## config.mk

```make
export PLATFORM = sky130hd
export DESIGN_NAME = mem_bus_arbiter_flat
export DESIGN_NICKNAME = d
export VERILOG_FILES = /design/src/rtl/mem_bus_arbiter_pkg.sv /design/src/rtl/mem_bus_arbiter_if.sv /design/src/rtl/mem_bus_arbiter_rr_picker.sv /design/src/rtl/mem_bus_arbiter.sv /design/src/flat_wrapper.sv
export SDC_FILE = /design/constraint.sdc
export NUM_CORES = 1
export LEC_CHECK = 0
export ABC_AREA = 1
export CAP_MARGIN = 10
export CELL_PAD_IN_SITES_DETAIL_PLACEMENT = 0
export CELL_PAD_IN_SITES_GLOBAL_PLACEMENT = 1
export CORE_MARGIN = 1
export CORE_UTILIZATION = 36
export DETAILED_ROUTE_END_ITERATION = 10
export GPL_TIMING_DRIVEN = 1
export PLACE_DENSITY = 0.82
export REMOVE_ABC_BUFFERS = 1
export SYNTH_ARGS = -nofsm -noshare
export SYNTH_HDL_FRONTEND = slang
export SYNTH_SLANG_ARGS = --single-unit
```

## constraint.sdc

```tcl
create_clock -name clk -period 3.55 [get_ports clk]
set_input_delay 0.355 -clock clk [delete_from_list [all_inputs] [get_ports clk]]
set_output_delay 0.355 -clock clk [all_outputs]
set_load 0.02 [all_outputs]
```

## src/rtl/mem_bus_arbiter_pkg.sv

```systemverilog
// Shared types and default sizes for the two-port external memory bus arbiter.
// The tie-break policy switch (MEM_ARB_FIXED_PRIO_EN) lives in mem_rr_picker.
package mem_arb_pkg;

    localparam int ADDR_W_DEF   = 15;
    localparam int DATA_W_DEF   = 8;
    localparam int READ_LAT_DEF = 2;

    typedef enum logic [1:0] {
        ST_IDLE  = 2'd0,
        ST_ADDR  = 2'd1,
        ST_WDATA = 2'd2,
        ST_DONE  = 2'd3
    } state_t;

    typedef logic owner_t;

    localparam owner_t OWNER_M0 = 1'b0;
    localparam owner_t OWNER_M1 = 1'b1;

endpackage

```

## src/rtl/mem_bus_arbiter_if.sv

```systemverilog
// Requester-side and pin-side signals of the memory bus arbiter.
// The slave modport is the arbiter's view; master is the requesters/pins view.
interface mem_bus_arbiter_if
    import mem_arb_pkg::*;
#(
    parameter int ADDR_W = ADDR_W_DEF,
    parameter int DATA_W = DATA_W_DEF
);
    logic              m0_req;
    logic              m0_we;
    logic [ADDR_W-1:0] m0_addr;
    logic [DATA_W-1:0] m0_wdata;
    logic              m0_done;

    logic              m1_req;
    logic              m1_we;
    logic [ADDR_W-1:0] m1_addr;
    logic [DATA_W-1:0] m1_wdata;
    logic              m1_done;

    logic [DATA_W-1:0] rdata;
    logic [ADDR_W-1:0] ext_req_bus;
    logic              ext_write_req;
    logic [DATA_W-1:0] ext_read_bus;
    logic              busy;

    modport slave (
        input  m0_req, m0_we, m0_addr, m0_wdata,
        input  m1_req, m1_we, m1_addr, m1_wdata,
        input  ext_read_bus,
        output m0_done, m1_done, rdata, ext_req_bus, ext_write_req, busy
    );

    modport master (
        output m0_req, m0_we, m0_addr, m0_wdata,
        output m1_req, m1_we, m1_addr, m1_wdata,
        output ext_read_bus,
        input  m0_done, m1_done, rdata, ext_req_bus, ext_write_req, busy
    );

endinterface

```

## src/rtl/mem_bus_arbiter_rr_picker.sv

```systemverilog
// Combinational two-way request picker. MEM_ARB_FIXED_PRIO_EN defined: port 0 always
// wins ties; undefined (default): the port that did not win last time wins ties.
module mem_rr_picker
    import mem_arb_pkg::*;
(
    input  logic   req0,
    input  logic   req1,
    input  owner_t last_gnt,
    output owner_t gnt,
    output logic   any
);

`ifdef MEM_ARB_FIXED_PRIO_EN
    logic unused_last_gnt;
    assign unused_last_gnt = last_gnt;

    // Fixed priority: port 0 whenever it asks.
    always_comb begin
        any = req0 | req1;
        if (req0) begin
            gnt = OWNER_M0;
        end else if (req1) begin
            gnt = OWNER_M1;
        end else begin
            gnt = OWNER_M0;
        end
    end
`else
    // Round-robin: a tie goes to the port that was not granted last.
    always_comb begin
        any = req0 | req1;
        if (req0 && req1) begin
            gnt = ~last_gnt;
        end else if (req1) begin
            gnt = OWNER_M1;
        end else begin
            gnt = OWNER_M0;
        end
    end
`endif

endmodule

```

## src/rtl/mem_bus_arbiter.sv

```systemverilog
// Shares the narrow external memory bus between the CPU (port 0) and the loader (port 1).
// Tie-break policy is chosen by MEM_ARB_FIXED_PRIO_EN in mem_rr_picker (round-robin when undefined).
module mem_bus_arbiter
    import mem_arb_pkg::*;
#(
    parameter int ADDR_W   = ADDR_W_DEF,
    parameter int DATA_W   = DATA_W_DEF,
    parameter int READ_LAT = READ_LAT_DEF
) (
    input  logic             clk,
    input  logic             reset,
    mem_bus_arbiter_if.slave bus
);

    localparam logic [2:0] LAT_LAST = 3'(READ_LAT - 1);

    state_t            state_r, state_s;
    logic [2:0]        cnt_r, cnt_s;
    logic              we_r, we_s;
    logic [ADDR_W-1:0] addr_r, addr_s;
    logic [DATA_W-1:0] wdata_r, wdata_s;
    owner_t            owner_r, owner_s;
    owner_t            last_gnt_r, last_gnt_s;
    logic [DATA_W-1:0] rdata_r, rdata_s;
    logic [ADDR_W-1:0] ext_req_bus_r, ext_req_bus_s;
    logic              ext_write_req_r, ext_write_req_s;
    logic              m0_done_r, m0_done_s;
    logic              m1_done_r, m1_done_s;
    logic              busy_r, busy_s;
    owner_t            gnt_s;
    logic              any_s;

    mem_rr_picker u_picker (
        .req0     (bus.m0_req),
        .req1     (bus.m1_req),
        .last_gnt (last_gnt_r),
        .gnt      (gnt_s),
        .any      (any_s)
    );

    // Next state and transaction latch; requests are only sampled in IDLE.
    always_comb begin
        state_s    = state_r;
        cnt_s      = cnt_r;
        we_s       = we_r;
        addr_s     = addr_r;
        wdata_s    = wdata_r;
        owner_s    = owner_r;
        last_gnt_s = last_gnt_r;
        rdata_s    = rdata_r;
        case (state_r)
            ST_IDLE: begin
                if (any_s) begin
                    state_s    = ST_ADDR;
                    cnt_s      = 3'd0;
                    owner_s    = gnt_s;
                    last_gnt_s = gnt_s;
                    if (gnt_s == OWNER_M1) begin
                        we_s    = bus.m1_we;
                        addr_s  = bus.m1_addr;
                        wdata_s = bus.m1_wdata;
                    end else begin
                        we_s    = bus.m0_we;
                        addr_s  = bus.m0_addr;
                        wdata_s = bus.m0_wdata;
                    end
                end else begin
                    state_s = ST_IDLE;
                end
            end
            ST_ADDR: begin
                if (we_r) begin
                    state_s = ST_WDATA;
                end else if (cnt_r == LAT_LAST) begin
                    // Last address cycle of a read: the edge ending it captures the pins.
                    state_s = ST_DONE;
                    rdata_s = bus.ext_read_bus;
                end else begin
                    cnt_s = cnt_r + 3'd1;
                end
            end
            ST_WDATA: state_s = ST_DONE;
            ST_DONE:  state_s = ST_IDLE;
            default:  state_s = ST_IDLE;
        endcase
    end

    // Pin values for the state being entered, so every output comes straight from a flop.
    always_comb begin
        ext_req_bus_s   = '0;
        ext_write_req_s = 1'b0;
        m0_done_s       = 1'b0;
        m1_done_s       = 1'b0;
        busy_s          = (state_s != ST_IDLE);
        case (state_s)
            ST_ADDR: ext_req_bus_s = addr_s;
            ST_WDATA: begin
                ext_req_bus_s   = ADDR_W'(wdata_s);
                ext_write_req_s = 1'b1;
            end
            ST_DONE: begin
                m0_done_s = (owner_s == OWNER_M0);
                m1_done_s = (owner_s == OWNER_M1);
            end
            default: ext_req_bus_s = '0;
        endcase
    end

    // State, latched transaction and registered pin drivers.
    always_ff @(posedge clk or posedge reset) begin
        if (reset) begin
            state_r         <= ST_IDLE;
            cnt_r           <= 3'd0;
            we_r            <= 1'b0;
            addr_r          <= '0;
            wdata_r         <= '0;
            owner_r         <= OWNER_M0;
            last_gnt_r      <= OWNER_M1;
            rdata_r         <= '0;
            ext_req_bus_r   <= '0;
            ext_write_req_r <= 1'b0;
            m0_done_r       <= 1'b0;
            m1_done_r       <= 1'b0;
            busy_r          <= 1'b0;
        end else begin
            state_r         <= state_s;
            cnt_r           <= cnt_s;
            we_r            <= we_s;
            addr_r          <= addr_s;
            wdata_r         <= wdata_s;
            owner_r         <= owner_s;
            last_gnt_r      <= last_gnt_s;
            rdata_r         <= rdata_s;
            ext_req_bus_r   <= ext_req_bus_s;
            ext_write_req_r <= ext_write_req_s;
            m0_done_r       <= m0_done_s;
            m1_done_r       <= m1_done_s;
            busy_r          <= busy_s;
        end
    end

    assign bus.ext_req_bus   = ext_req_bus_r;
    assign bus.ext_write_req = ext_write_req_r;
    assign bus.m0_done       = m0_done_r;
    assign bus.m1_done       = m1_done_r;
    assign bus.rdata         = rdata_r;
    assign bus.busy          = busy_r;

endmodule

```

## src/flat_wrapper.sv

```systemverilog
// flat-port wrapper written by rule: the top's interface ports become plain ports
module mem_bus_arbiter_flat import mem_arb_pkg::*;
#(
    parameter int ADDR_W   = ADDR_W_DEF,
    parameter int DATA_W   = DATA_W_DEF,
    parameter int READ_LAT = READ_LAT_DEF
)
  (clk, reset, bus_m0_req, bus_m0_we, bus_m0_addr, bus_m0_wdata, bus_m1_req, bus_m1_we, bus_m1_addr, bus_m1_wdata, bus_ext_read_bus, bus_m0_done, bus_m1_done, bus_rdata, bus_ext_req_bus, bus_ext_write_req, bus_busy);
  mem_bus_arbiter_if #(.ADDR_W(ADDR_W), .DATA_W(DATA_W)) bus_i ();
  input  logic clk;
  input  logic reset;
  input wire logic [$bits(bus_i.m0_req)-1:0] bus_m0_req;
  input wire logic [$bits(bus_i.m0_we)-1:0] bus_m0_we;
  input wire logic [$bits(bus_i.m0_addr)-1:0] bus_m0_addr;
  input wire logic [$bits(bus_i.m0_wdata)-1:0] bus_m0_wdata;
  input wire logic [$bits(bus_i.m1_req)-1:0] bus_m1_req;
  input wire logic [$bits(bus_i.m1_we)-1:0] bus_m1_we;
  input wire logic [$bits(bus_i.m1_addr)-1:0] bus_m1_addr;
  input wire logic [$bits(bus_i.m1_wdata)-1:0] bus_m1_wdata;
  input wire logic [$bits(bus_i.ext_read_bus)-1:0] bus_ext_read_bus;
  output wire logic [$bits(bus_i.m0_done)-1:0] bus_m0_done;
  output wire logic [$bits(bus_i.m1_done)-1:0] bus_m1_done;
  output wire logic [$bits(bus_i.rdata)-1:0] bus_rdata;
  output wire logic [$bits(bus_i.ext_req_bus)-1:0] bus_ext_req_bus;
  output wire logic [$bits(bus_i.ext_write_req)-1:0] bus_ext_write_req;
  output wire logic [$bits(bus_i.busy)-1:0] bus_busy;
  assign bus_i.m0_req = bus_m0_req;
  assign bus_i.m0_we = bus_m0_we;
  assign bus_i.m0_addr = bus_m0_addr;
  assign bus_i.m0_wdata = bus_m0_wdata;
  assign bus_i.m1_req = bus_m1_req;
  assign bus_i.m1_we = bus_m1_we;
  assign bus_i.m1_addr = bus_m1_addr;
  assign bus_i.m1_wdata = bus_m1_wdata;
  assign bus_i.ext_read_bus = bus_ext_read_bus;
  assign bus_m0_done = bus_i.m0_done;
  assign bus_m1_done = bus_i.m1_done;
  assign bus_rdata = bus_i.rdata;
  assign bus_ext_req_bus = bus_i.ext_req_bus;
  assign bus_ext_write_req = bus_i.ext_write_req;
  assign bus_busy = bus_i.busy;
  mem_bus_arbiter #(.ADDR_W(ADDR_W), .DATA_W(DATA_W), .READ_LAT(READ_LAT)) u_core (.clk(clk), .reset(reset), .bus(bus_i));
endmodule
```

==> run summary, run 1 <==
die footprint = 8130 sq um
final-report max-slew violation count = 0
die height = 90.2 um
first-pass iteration count of the detailed router = 5
Root Buffer = clkbuf_8
core area = 7370 sq um
CTS tree = done
cells after synthesis = 327
xor and xnor area share after synthesis = 0.313%
setup TNS = 0 ns
RSZ-0062 raised after global routing = false
# hold bufs at CTS = 0
critical path required time = 3.77 ns
Tot Pwr = 3.07 mW
Min-Delay Path Class = in -> async
IO Pins = 87
Max stage delay on crit path = 0.42 ns
clock slew at reported path FFs = 0.06 ns
Avg WL per Cell = 12.0 um
initial antenna violation count = 0
hpwl dp = 4320 um
CTS Buffer Depth = 2
ANT nets after route = 0
Syn Std Cell Area = 2800 sq um
Synth Area in Simple Gates = 31.2%
PD cells = 785 nW/um^2
Die W = 90.2 um
Synth async-reset ratio = 100%
CTS sink count = 58
worst skew pair latency = 0.33 ns
placed cell area = 3720 sq um
Worst EP arrival = 2.20 ns
Crit Path Category = reg -> reg
antenna fix cells = 0
Pleak = 1.93 nW
P&R area growth vs syn = 39.8%
drc violations = 0
post-CTS sizing = 0
sequential area share after synthesis = 51.9%
via-per-instance ratio = 4.43
crit path time final = 1.98 ns
Primary FF master, synth = dfrtp_1
Slew @ Worst Pin = 0.598 ns
Iteration-0 DRC Markers = 82
mux cell area share after synthesis = 0%
Synth Area in Adders = 3.13%
syn_area_per_cell = 8.56 sq um
slowest library cell on the worst path = dfrtp_1
Routability Congestion = 0.755
post-CTS setup buffer count = 0
clock skew = 0.00756 ns
grt ovf = 0
max_slew headroom = 60.1%
post-synthesis compound-gate area fraction = 3.76%
crit-path cells = ha_1 -> nand2_1 -> nand2_1 -> a21oi_1 -> ha_1 -> nand2_1 -> inv_1 -> nand3_1 -> nand2_1
vias = 2293
Initial Util = 38.0%
pre-CTS setup slack = 1.20 ns
largest family of logic cells by synthesized area = simple AND/OR/NAND/NOR gates
Syn. warnings = 0
CP Max Fanout = 8
number of global-route vias before repair = 2397
flops & latches, synth = 58
slack of the critical path = 1.57 ns
startpoint types = flop
Row Count = 31
global-route wire length before repair = 11100 um
Post-synth EDFFs = 0
Routed WL = 6230 um
All-Layer GR Usage = 17.3%
PortBufs = 86
largest net degree at the start of global routing = 33
Nets = 482
status = complete, no violations
Design Area, Final = 3910 sq um
crit path capture type = flop
H-Tree Level Count = 3
fmax = 504 MHz
crit share post-route = 55.9%
Synth cell types = 24
Fin. Hold Viols = 0
max_cap viols = 0
Num CTS Buffers = 9
VDD IR max = 0.282 mV
layout cell share with drive strength beyond 1 = 9.07%
Setup Viol. Count Final = 0
CP dominant cell by count = nand2_1
-- critical path, delay by kind of cell, from the launching register on --
| kind | cells | cell delay, ns |
|---|---|---|
| fa+ha+maj | 2 | 0.58 |
| simple gates | 5 | 0.51 |
| flops | 1 | 0.42 |
| compound gates | 1 | 0.30 |
| buf+inv | 1 | 0.07 |
-- kinds of logic (layout without fill, tap and decap cells) --
family,count (synthesis),count (layout)
AND/OR/NAND/NOR,185,185
XOR/XNOR,1,1
buffers and inverters,61,153
flip-flops,58,58
AO/OA/AOI/OAI,15,15
adder cells (fa/ha/maj),7,7
-- report_power, final --
part           internal, mW  total [mW]  switching [mW]
registers             0.955        1.05          0.0991
logic                 0.607        1.46           0.857
clock network         0.323       0.553           0.230
-- stage by stage --
step	utilization, %	std cells	hold WS, ns
2_1_floorplan	-	314	0.451
3_5_place_dp	50.5	503	0.466
5_1_grt	53.1	518	0.490
3_3_place_gp	50.5	503	0.462
6_report	53.1	518	0.426
4_1_cts	53.1	518	0.433
-- cell type report --
class | count | area, sq um
Clock buffer | 13 | 179
Clock inverter | 2 | 10.0
Fill cell | 695 | 3460
Inverter | 48 | 180
Multi-Input combinational cell | 208 | 1080
Sequential cell | 58 | 1450
Tap cell | 99 | 124
Timing Repair Buffer | 90 | 891
-- per-layer routing --
metal  wire (um)  global-route usage, %
met2        2790                   27.9
met5           0                      0
met1        2990                   22.0
met4          89                   7.66
met3         352                   4.31
-- cell usage in the layout, fill, tap and decap left out, types with 7 or more instances in the layout --
master           count
and2_1              16
clkbuf_8            13
clkdlybuf4s50_1     86
dfrtp_1             57
ha_1                 7
inv_1               47
nand2_1             76
nand3_1             66
nor2_1              13
o21ai_2              8
-- sequential cells by signal (all words and copies together) (netlist names), 2 cells and up --
register,cells
u_core.addr_r,15
u_core.bus.ext_req_bus,15
u_core.bus.rdata,8
u_core.wdata_r,8
u_core.cnt_r,3
u_core.state_r,2
-- synthesized netlist by cell type (all sizes together) (7+ instances only) --
cell	instances	share of area, %
and2	16	3.6
buf	13	3.2
dfrtp	57	51
ha	7	3.1
inv	48	6.4
nand2	78	11
nand3	67	12
nor2	16	2.8
o21ai	14	3.6
or2	7	1.6
-- path summary, 6_finish.rpt --
check / start / endpoint / slack (ns) / cells after the start
max: u_core.cnt_r[0] / u_core.bus.ext_req_bus[5] / 1.57 / 9
min: reset / u_core.addr_r[0] / 0.43 / 2
max reg2reg: u_core.cnt_r[0] / u_core.bus.ext_req_bus[5] / 1.57 / 9
min reg2reg: u_core.last_gnt_r / u_core.last_gnt_r / 0.48 / 2
max in group asynchronous: reset / u_core.last_gnt_r / 2.28 / 3
min in group clk: u_core.last_gnt_r / u_core.last_gnt_r / 0.48 / 2
Power figures use the tool's default switching activity.
==> run 2: changes to the inputs <==
--- a/config.mk
+++ b/config.mk
@@ -10,10 +10,10 @@
 export CELL_PAD_IN_SITES_DETAIL_PLACEMENT = 0
 export CELL_PAD_IN_SITES_GLOBAL_PLACEMENT = 1
 export CORE_MARGIN = 1
-export CORE_UTILIZATION = 36
+export CORE_UTILIZATION = 31
 export DETAILED_ROUTE_END_ITERATION = 10
 export GPL_TIMING_DRIVEN = 1
-export PLACE_DENSITY = 0.82
+export PLACE_DENSITY = 0.75
 export REMOVE_ABC_BUFFERS = 1
 export SYNTH_ARGS = -nofsm -noshare
 export SYNTH_HDL_FRONTEND = slang
==> constraint.sdc (replaced) <==
create_clock -name clk -period 1.8 [get_ports clk]
set_input_delay 0.18 -clock clk [delete_from_list [all_inputs] [get_ports clk]]
set_output_delay 0.18 -clock clk [all_outputs]
set_load 0.02 [all_outputs]
==> run 2 against run 1 <==
Register-to-register slack lost 1.4 ns. Global-route usage is 2.0 points lower. Combinational power rose by 130%. Clock skew down 0.0013 ns. Sequential share of layout area fell by 2.5 points. First-iteration DRC count fell by 8.5%. Clock power rose to 2.5 times the previous value. Die area grew 16%. Routed wire length rose by 6.9%. Via count up 4.4%. Critical endpoint is now u_core.bus.ext_req_bus[2]. Largest cell class unchanged.
==> run summary, run 2 (synthesis results as in run 1) <==
Root Buffer = clkbuf_8
smallest hold slack = 0.155 ns
Crit Path Category = reg -> reg
commonest non-fill, non-tap cell in the layout = clkdlybuf4s50_1
layout cell share with drive strength beyond 1 = 14.6%
via-per-instance ratio = 4.38
Critical path buffers and inverters = 3
PortBufs = 86
RSZ-0062 raised after global routing = false
CP dominant cell by count = nand2_1
PD cells = 1630 nW/um^2
worst skew pair latency = 0.33 ns
die footprint = 9410 sq um
clock skew = 0.00622 ns
vias = 2394
Min-Delay Path Class = in -> async
H-Tree Level Count = 3
Setup Viol. Count Final = 0
placed cells = 529
commonest cells after routing, fill and taps aside = 86 x clkdlybuf4s50_1, 76 x nand2_1, 66 x nand3_1
crit-path cells = inv_1 -> ha_2 -> nand2_1 -> nand2_1 -> a21oi_4 -> buf_4 -> ha_1 -> nand2_1 -> inv_4 -> nand3_1 -> nand2_1
Initial Util = 32.1%
# hold bufs at CTS = 0
status = complete, no violations
Setup crit start = u_core.cnt_r[1]
VDD IR max = 0.526 mV
CTS tree = done
clock slew at reported path FFs = 0.07 ns
Routability Congestion = 0.741
GRT Max-Usage Layer = met2
core area = 8720 sq um
Largest delay share family, worst path = simple AND/OR/NAND/NOR gates
FF+latch area = 1450 sq um
crit share post-route = 92.6%
max_slew headroom = 74.4%
die height = 97.0 um
Filler cells = 848
P&R area growth vs syn = 50.0%
FF-to-FF Start = u_core.cnt_r[1]
setup TNS = 0 ns
Routed WL = 6650 um
hpwl dp = 4930 um
largest net degree at the start of global routing = 33
IO Pins = 87
max_cap viols = 0
Iteration-0 DRC Markers = 75
fmax = 600 MHz
final-report max-slew violation count = 0
Layout Cells excl Fill = 546
Die W = 97.0 um
startpoint types = flop
Worst EP arrival = 1.89 ns
ANT nets after route = 0
Max stage delay on crit path = 0.39 ns
Slew @ Worst Pin = 0.383 ns
critical path required time = 2.02 ns
met1 usage = 19.4%
Pleak = 2.05 nW
grt ovf = 0
CTS sink count = 58
Avg WL per Cell = 12.2 um
Design Area, Final = 4200 sq um
CP Max Fanout = 7
pre-CTS setup slack = -0.136 ns
CTS Buffer Depth = 2
Fin. Hold Viols = 0
drc violations = 0
fin util = 48.1%
All-Layer GR Usage = 15.3%
crit path time final = 1.67 ns
number of global-route vias before repair = 2354
placed cell area = 3920 sq um
initial antenna violation count = 0
M2 GR Usage = 24.7%
global-route wire length before repair = 11300 um
Nets = 500
Row Count = 34
first-pass iteration count of the detailed router = 4
Num CTS Buffers = 9
Tot Pwr = 6.83 mW
antenna fix cells = 0
slack of the critical path = 0.133 ns
slowest library cell on the worst path = dfrtp_1
multi-input logic area = 1110 sq um
crit path capture type = flop
met3 Track Usage GR = 4.77%
-- run 2: cell types whose count changed in the layout (fill, tap and decap cells not counted), sizes merged --
cell	before	now
bufinv	0	2
clkinv	2	1
buf	4	22
clkbuf	13	12
clkinvlp	0	1
-- run 2: layout make-up --
class	count	area share, %
sequential	58	34.6
multi-input combinational	208	26.5
timing repair buffer	108	25.6
inverter	48	4.41
clock buffer	12	3.93
tap	108	3.22
clock inverter	4	1.73
-- run 2: metal layers --
layer | wire (um) | share of wire, %
met5 | 0 | 0
met4 | 96 | 1.4
met3 | 341 | 5.1
met2 | 3060 | 46
met1 | 3160 | 47
-- run 2: final timing paths --
| kind | end | slack (ns) | depth (start not counted) |
|---|---|---|---|
| max | u_core.bus.ext_req_bus[2] | 0.13 | 11 |
| min | u_core.addr_r[8] | 0.15 | 2 |
| max reg2reg | u_core.bus.ext_req_bus[2] | 0.13 | 11 |
| min reg2reg | u_core.bus.rdata[3] | 0.48 | 2 |
| max in group asynchronous | u_core.addr_r[6] | 1.20 | 3 |
| min in group clk | u_core.bus.rdata[4] | 0.40 | 3 |
-- run 2: power breakdown --
part	switching [mW]	internal (mW)	leakage, nW	total, mW
Combinational	1.85	1.52	1.23	3.37
Clock	0.500	0.890	0.119	1.39
Sequential	0.186	1.88	0.705	2.07
-- run 2: repair_timing --
item	CTS	global route
setup endpoints to repair	8	15
setup buffers	0	1
gates resized for setup	3	7
pin swaps	1	1
-- run 2: worst reg2reg max path, cell delays in order (launching register included) --
cell     delay, ns
dfrtp_1       0.39
inv_1         0.09
ha_2          0.20
nand2_1       0.08
nand2_1       0.10
a21oi_4       0.08
buf_4         0.16
ha_1          0.17
nand2_1       0.10
inv_4         0.07
nand3_1       0.08
nand2_1       0.06
